--- config.mk ---
export PLATFORM = sky130hd
export DESIGN_NAME = qjx_stamp_fifo
export DESIGN_NICKNAME = d
export VERILOG_FILES = /design/src/rtl/qjx_stamp_fifo.sv
export SDC_FILE = /design/constraint.sdc
export NUM_CORES = 1
export LEC_CHECK = 0
export CAP_MARGIN = 10
export CORE_MARGIN = 3
export CORE_UTILIZATION = 50
export CTS_CLUSTER_DIAMETER = 200
export CTS_CLUSTER_SIZE = 14
export DETAILED_ROUTE_END_ITERATION = 16
export PLACE_DENSITY = 0.95
export SLEW_MARGIN = 10
export SYNTH_ARGS = -nofsm -noshare
export SYNTH_HDL_FRONTEND = slang
export SYNTH_SLANG_ARGS = --single-unit
export TNS_END_PERCENT = 30
--- constraint.sdc ---
create_clock -name clk -period 3.64 [get_ports clk]
set_clock_uncertainty 0.15 [all_clocks]
set_input_delay 0.91 -clock clk [delete_from_list [all_inputs] [get_ports clk]]
set_output_delay 0.91 -clock clk [all_outputs]
set_load 0.02 [all_outputs]
--- src/rtl/qjx_stamp_fifo.sv ---
// rtl/qjx_stamp_fifo.sv - stamped FIFO with registered head; optional stamp path under QJX_STAMP_FIFO_STAMP_EN
module qjx_stamp_fifo #(
  parameter int DEPTH = 4,
  parameter int TS_W  = 64
) (
  input  logic                   clk,
  input  logic                   rst_n,
  input  logic                   in_valid,
  input  logic [0:1][0:3]        in_data,
  output logic                   in_ready,
  input  logic                   flush,
  output logic                   out_valid,
  input  logic                   out_ready,
  output logic [0:1][0:3]        out_data,
  output logic [TS_W-1:0]        out_stamp,
  output logic [$clog2(DEPTH):0] count
);

  localparam int AW = $clog2(DEPTH);
  localparam int CW = AW + 1;
  localparam logic [CW-1:0] FULL = CW'(DEPTH);

  logic [AW-1:0]   r_wptr;
  logic [AW-1:0]   r_rptr;
  logic [CW-1:0]   r_count;
  logic [0:1][0:3] r_mem [DEPTH];
  logic [0:1][0:3] r_out_data;

  logic            w_push;
  logic            w_pop;
  logic            w_head_from_in;
  logic [AW-1:0]   w_rptr_nxt;
  logic [CW-1:0]   w_count_nxt;

  assign in_ready  = (r_count != FULL);
  assign out_valid = (r_count != '0);
  assign w_push    = in_valid && in_ready;
  assign w_pop     = out_valid && out_ready;
  assign count     = r_count;
  assign out_data  = r_out_data;

  // Next read pointer and occupancy for a cycle without flush or reset
  always_comb begin
    w_rptr_nxt  = r_rptr;
    w_count_nxt = r_count;
    if (w_pop) begin
      w_rptr_nxt = r_rptr + 1'b1;
    end
    if (w_push && !w_pop) begin
      w_count_nxt = r_count + 1'b1;
    end else if (!w_push && w_pop) begin
      w_count_nxt = r_count - 1'b1;
    end
  end

  // The new head is the word being written only when it lands exactly at the next read slot
  assign w_head_from_in = w_push && (r_wptr == w_rptr_nxt);

  // Pointers and occupancy; flush wins over push/pop and drops the incoming word
  always_ff @(posedge clk) begin
    if (!rst_n || flush) begin
      r_wptr  <= '0;
      r_rptr  <= '0;
      r_count <= '0;
    end else begin
      if (w_push) begin
        r_wptr <= r_wptr + 1'b1;
      end
      r_rptr  <= w_rptr_nxt;
      r_count <= w_count_nxt;
    end
  end

  // Entry storage; contents are only meaningful between the pointers, so no reset
  always_ff @(posedge clk) begin
    if (rst_n && !flush && w_push) begin
      r_mem[r_wptr] <= in_data;
    end
  end

  // Registered head word; holds its last value whenever the FIFO becomes empty
  always_ff @(posedge clk) begin
    if (!rst_n) begin
      r_out_data <= '0;
    end else if (!flush && (w_count_nxt != '0)) begin
      r_out_data <= w_head_from_in ? in_data : r_mem[w_rptr_nxt];
    end
  end

`ifdef QJX_STAMP_FIFO_STAMP_EN
  logic [TS_W-1:0] r_stamp;
  logic [TS_W-1:0] r_smem [DEPTH];
  logic [TS_W-1:0] r_out_stamp;

  assign out_stamp = r_out_stamp;

  // Free-running cycle stamp, wraps from all-ones to zero
  always_ff @(posedge clk) begin
    if (!rst_n) begin
      r_stamp <= '0;
    end else begin
      r_stamp <= r_stamp + 1'b1;
    end
  end

  // Stamp storage alongside each entry, captured in the accepting cycle
  always_ff @(posedge clk) begin
    if (rst_n && !flush && w_push) begin
      r_smem[r_wptr] <= r_stamp;
    end
  end

  // Registered head stamp, tracking the head word
  always_ff @(posedge clk) begin
    if (!rst_n) begin
      r_out_stamp <= '0;
    end else if (!flush && (w_count_nxt != '0)) begin
      r_out_stamp <= w_head_from_in ? r_stamp : r_smem[w_rptr_nxt];
    end
  end
`else
  assign out_stamp = '0;
`endif

endmodule

After elaboration in Yosys (flattened, before gate mapping)
Memories as Yosys holds them, arrays and structs flattened. A register that Yosys moved wholly into a read port is not among the register bits.
Index checks and enable logic that the tools add are counted.
{ "totals": {"reg_bits": 7, "input_bits": 13, "ramBits": 32, "memories": 1, "word_cells": 29} }
{ "op_classes": {"muxes": 5, "n_addsub": 4, "reduce_logical": 15, "n_eq_ne": 1} }
{ "mem_list": {"columns": ["name", "depth", "word_bits", "read_ports", "rd_clocked_by_memory_dff", "wr", "line_no", "text"], "rows": [
  ["r_mem", 4, 8, 1, 1, 1, "26", "logic [0:1][0:3] r_mem [DEPTH];"]
]} }
{ "ops": {"columns": ["op", "n"], "rows": [
  ["logical AND 1 bit", 7],
  ["2-to-1 mux 3 bit", 2],
  ["nonzero test 3 bit", 2],
  ["logical NOT 1 bit", 5],
  ["adder 2 x 1 -> 2 bit, second input constant", 2],
  ["adder 3 x 1 -> 3 bit, second input constant", 1],
  ["inequality test 3 bit, second input constant", 1],
  ["subtractor 3 x 1 -> 3 bit, second input constant", 1],
  ["2-to-1 mux 1 bit", 2],
  ["2-to-1 mux 2 bit", 1],
  ["logical OR 1 bit", 1]
]} }

Logic depth before layout (Yosys ltp)
Gate-level depths: netlist of run 1.
{ "depth": {"word_depth": 8, "depth_mapped": 10} }

Worst setup path before layout of run 1
No wires, ideal clock.
{ "synth_path": {"kind": "input to register", "from": "input in_valid", "to": "register r_out_data, in the netlist out_data[0] (read register of r_mem)", "path_slack_ps": 1071, "path_buffers": 2, "stages": 8, "arrival_time_ps": 2349, "required_ps": 3420, "path_cell_list": "buf_2 > or3b_2 > o211a_1 > o21ai_0 > a31oi_1 > nor2b_1 > clkbuf_2 > o2bb2ai_1"} }
{ "synth_between": {"elab_chain_cells": 7, "elab_cells_between_ends": 8} }
{ "synth_lines": {"columns": ["element", "line_no", "text"], "rows": [
  ["start: declaration", "8", "input logic in_valid,"],
  ["logical AND 1 bit *", "37", "assign w_push = in_valid && in_ready;"],
  ["logical NOT 1 bit", "51", "end else if (!w_push && w_pop) begin"],
  ["logical AND 1 bit", "51", null],
  ["2-to-1 mux 3 bit", "51", null],
  ["2-to-1 mux 3 bit *", "49", "if (w_push && !w_pop) begin"],
  ["nonzero test 3 bit *", "85", "end else if (!flush && (w_count_nxt != '0)) begin"],
  ["logical AND 1 bit *", "85", null],
  ["end: declaration", "27", "logic [0:1][0:3] r_out_data;"]
]} }
Mark *: on every way between the ends. The rest lies on a longest branch, timed or not.
A chain may end at the register's enable or synchronous reset.

Worst setup path after layout of run 1
{ "layout_path": {"from": "register r_count[1], in the netlist count[1]", "to": "output out_valid"} }
{ "layout_between": {"elab_chain_cells": 1} }
{ "layout_lines": {"columns": ["element", "line_no", "text"], "rows": [
  ["start: declaration", "25", "logic [CW-1:0] r_count;"],
  ["start signal: assignment", "70", "r_count <= w_count_nxt;"],
  ["nonzero test 3 bit", "36", "assign out_valid = (r_count != '0);"],
  ["end: declaration", "12", "output logic out_valid,"]
]} }
No other way between the ends.

==> key figures, run 1 <==
Timing
  • Max-Slew Margin vs Limit: 57.1%
  • Final setup viols: 0
  • FMAX: about 320 MHz
  • Tcrit/Tclk final: slightly below 90%
  • Slew @ Worst Pin: 0.643 ns
  • Unrepaired setup endpoints after global routing: false
  • Setup TNS: 0 ns
  • Hold Violations, Final: 0
  • Final critical path time including I/O delays and setup: 3.15 ns
  • Worst setup margin: 0.493 ns
  • Final Max Slew Viols: 0

Critical path
  • Required @ worst endpoint: between 2 and 3 ns
  • CP Max Fanout: 8
  • CP top delay family: buffers and inverters
  • Worst-path cell chain: inv_1 -> ha_1 -> nor2b_4 -> inv_4 -> clkdlybuf4s50_1
  • CP endpoint kind: output pin
  • Crit path largest cell delay: 0.61 ns
  • Critical Path Start Type: register
  • Kind of critical path: register to output pin
  • Arrival @ worst endpoint: 2.09 ns
  • Critical-path top delay cell: clkdlybuf4s50_1
  • Buf+Inv Stages, Crit Path: 3

Power and ir drop
  • VDD IR max: 0.371 mV
  • Leakage power: between 1 and 1.5 nW
  • Switching share of total power: a little over a quarter
  • Flop pwr share: 50.5%
  • P_int: roughly 0.00087 W
  • Power density cells: 383 nW/µm²
  • P_sw: 0.000315 W
  • Logic pwr share: 19.1%
  • Clock Power Share: 30.4%

Placed design
  • PortBufs: 25
  • Gpl congestion: 0.823
  • Post-Place Worst Slack: ~0.3 ns
  • Post-DP HPWL: 3780 µm

Global route
  • GR Util All Layers: 16.4%
  • Gr ovfl total: 0
  • Vias in the first global route: 1621
  • Largest net degree at the start of global routing: 18
  • Initial antenna violation count: 0
  • First-pass GRT wire length: 8220 µm

Logic synthesis
  • Yosys warns: 0
  • Flops & latches, synth: 47
  • Top FF cell, synth: edfxtp_1
  • Synth unique cells: 45
  • Seq/Total Area, Yosys: 43.6%
  • Number of synthesized flops with an enable pin: 32
  • Post-Syn Area: 2890 µm²
  • Asr flop ratio synth: 0%
  • Area share of the largest cell type after synthesis: 33.2%
  • Area contributors post-synth: edfxtp_1 33%, buf_4 17%, mux4_2 12%
  • Syn Inst Count: about 230
  • Leading area contributor after synthesis: edfxtp_1
  • Mean Syn Cell Area: 12.7 µm²

Route
  • Drt drc: 0
  • First DRT Iteration DRCs: between 60 and 70
  • Met1 Wirelength: between 2000 and 2500 µm
  • Top sig layer: met4
  • Metal3 WL: 353 µm
  • Wire per inst: roughly 16 µm
  • Post-route ant nets: 0
  • Via count: 1675
  • DRT Pass-1 Iters: 4
  • DR vias/cell: about 5.1
  • Final WL: 5300 µm
  • Routed wl met2: a little under 3000 µm

Die
  • Die area: 6730 µm²
  • I/O Pins: 90
  • Initial Util: 52.2%
  • Core Region: 5540 µm²
  • Die Span Y: about 82 µm
  • Die W: 82.0 µm
  • # rows: 27

Clocking
  • CTS Buf Count: 5
  • Clock Latency Late Sink: 0.29 ns
  • Post-CTS Resized: 0
  • H-tree levels: 2
  • Post-CTS setup buffers: 0
  • CTS Buffer Depth: 2
  • Clock sinks: 47
  • Hold buffer count at cts: 0
  • Clock Tree Root: clkbuf_8
  • CTS tree: done
  • Clock slew at reported path FFs: 0.09 ns

Final layout
  • Final nets: 276
  • Layout cells sized above 1: between 15 and 20%
  • Most frequent cells in the layout: 64 x conb_1, 32 x edfxtp_1, 25 x clkdlybuf4s50_1, 16 x mux4_2, 15 x dfxtp_1
  • Commonest non-fill, non-tap cell in the layout: conb_1
  • Diode count: 0
  • P&R area growth vs syn: 6.80%
  • Finished Core Util: 55.7%

Status
  • Outcome: complete, no violations

Job
  • Max-Cap Viols: 0

Worst hold path
  • Min-delay worst type: register to register
## registers in the layout, indices dropped and copies added, names as in the netlist
register	count
r_wptr	2
r_rptr	2
r_mem	32
out_data	8
count	3
## stage by stage
stage | area (µm²) | total power [W] | instances | hold slack [ns]
after CTS | 3090 | 0.00119 | 329 | 0.331
final | 3090 | 0.00118 | 329 | 0.333
after global routing | 3090 | 0.00123 | 329 | 0.343
after detailed placement | 2980 | 0.000829 | 321 | 0.303
after global placement | 2980 | 0.000821 | 321 | 0.299
after floorplan | 3130 | 0.000816 | 291 | 0.389
## routing by layer
layer / GRT usage [%] / up-vias
met5: 0 / -
met4: 4.32 / 0
met3: 3.29 / 7
met2: 29.5 / 92
met1: 20.0 / 821
li1: - / 755
## power by group through the flow
| stage | sequential (W) | clock [W] | combinational, W |
|---|---|---|---|
| 2_1_floorplan | 0.000618 | 0 | 0.000199 |
| 3_3_place_gp | 0.000608 | 0 | 0.000213 |
| 3_5_place_dp | 0.000608 | 0 | 0.000221 |
| 4_1_cts | 0.000597 | 0.000366 | 0.000223 |
| 5_1_grt | 0.000599 | 0.000386 | 0.000244 |
| 6_report | 0.000597 | 0.000359 | 0.000225 |
## cell type report
cell class / count / area, µm²
inverter: 7 / 28.8
sequential: 47 / 1260
clock inverter: 3 / 38.8
multi-input combinational: 165 / 1310
fill: 445 / 2450
timing repair buffer: 30 / 288
clock buffer: 5 / 68.8
tap: 72 / 90.1
## logic make-up (layout without fill, tap and decap cells)
family	after synthesis	in the layout	share of synthesized area, %
xor+xnor	4	4	1.21
mux	32	32	18.4
other cells	1	64	0.130
simple gates	32	32	6.88
buf+inv	79	45	19.2
flops	47	47	43.6
compound gates	26	26	7.58
fa+ha+maj	7	7	3.03
## final timing paths
kind	startpoint	to	slack, ns	depth (start not counted)
setup / recovery	count[1]$_SDFF_PN0_	out_valid	0.49	5
hold / removal	out_data[4]$_SDFFE_PN0P_	out_data[4]$_SDFFE_PN0P_	0.33	1
setup reg to reg	count[1]$_SDFF_PN0_	out_data[5]$_SDFFE_PN0P_	0.81	8
hold reg to reg	out_data[4]$_SDFFE_PN0P_	out_data[4]$_SDFFE_PN0P_	0.33	1
## synthesized netlist by cell type, types with 2 or more instances
cell type	number
nand2b_1	3
buf_4	65
edfxtp_1	32
nor2_1	10
a22oi_1	2
and2_1	5
a21oi_1	2
mux2_2	8
nor2b_1	3
ha_1	7
buf_2	2
xnor2_1	3
dfxtp_1	15
inv_1	6
nand2_1	2
o21ai_0	2
mux4_2	16
and3_4	2
mux2i_1	8
clkbuf_1	2
a211oi_1	2
o2bb2ai_1	8
Power figures use the tool's default switching activity.
==> run 2, diff against run 1 <==
--- a/config.mk
+++ b/config.mk
@@ -9,7 +9,7 @@
 export CORE_MARGIN = 3
 export CORE_UTILIZATION = 50
 export CTS_CLUSTER_DIAMETER = 200
-export CTS_CLUSTER_SIZE = 14
+export CTS_CLUSTER_SIZE = 20
 export DETAILED_ROUTE_END_ITERATION = 16
 export PLACE_DENSITY = 0.95
 export SLEW_MARGIN = 10
==> results of run 2 <==
No change in the layout: final DEF, timing and power equal those of run 1.
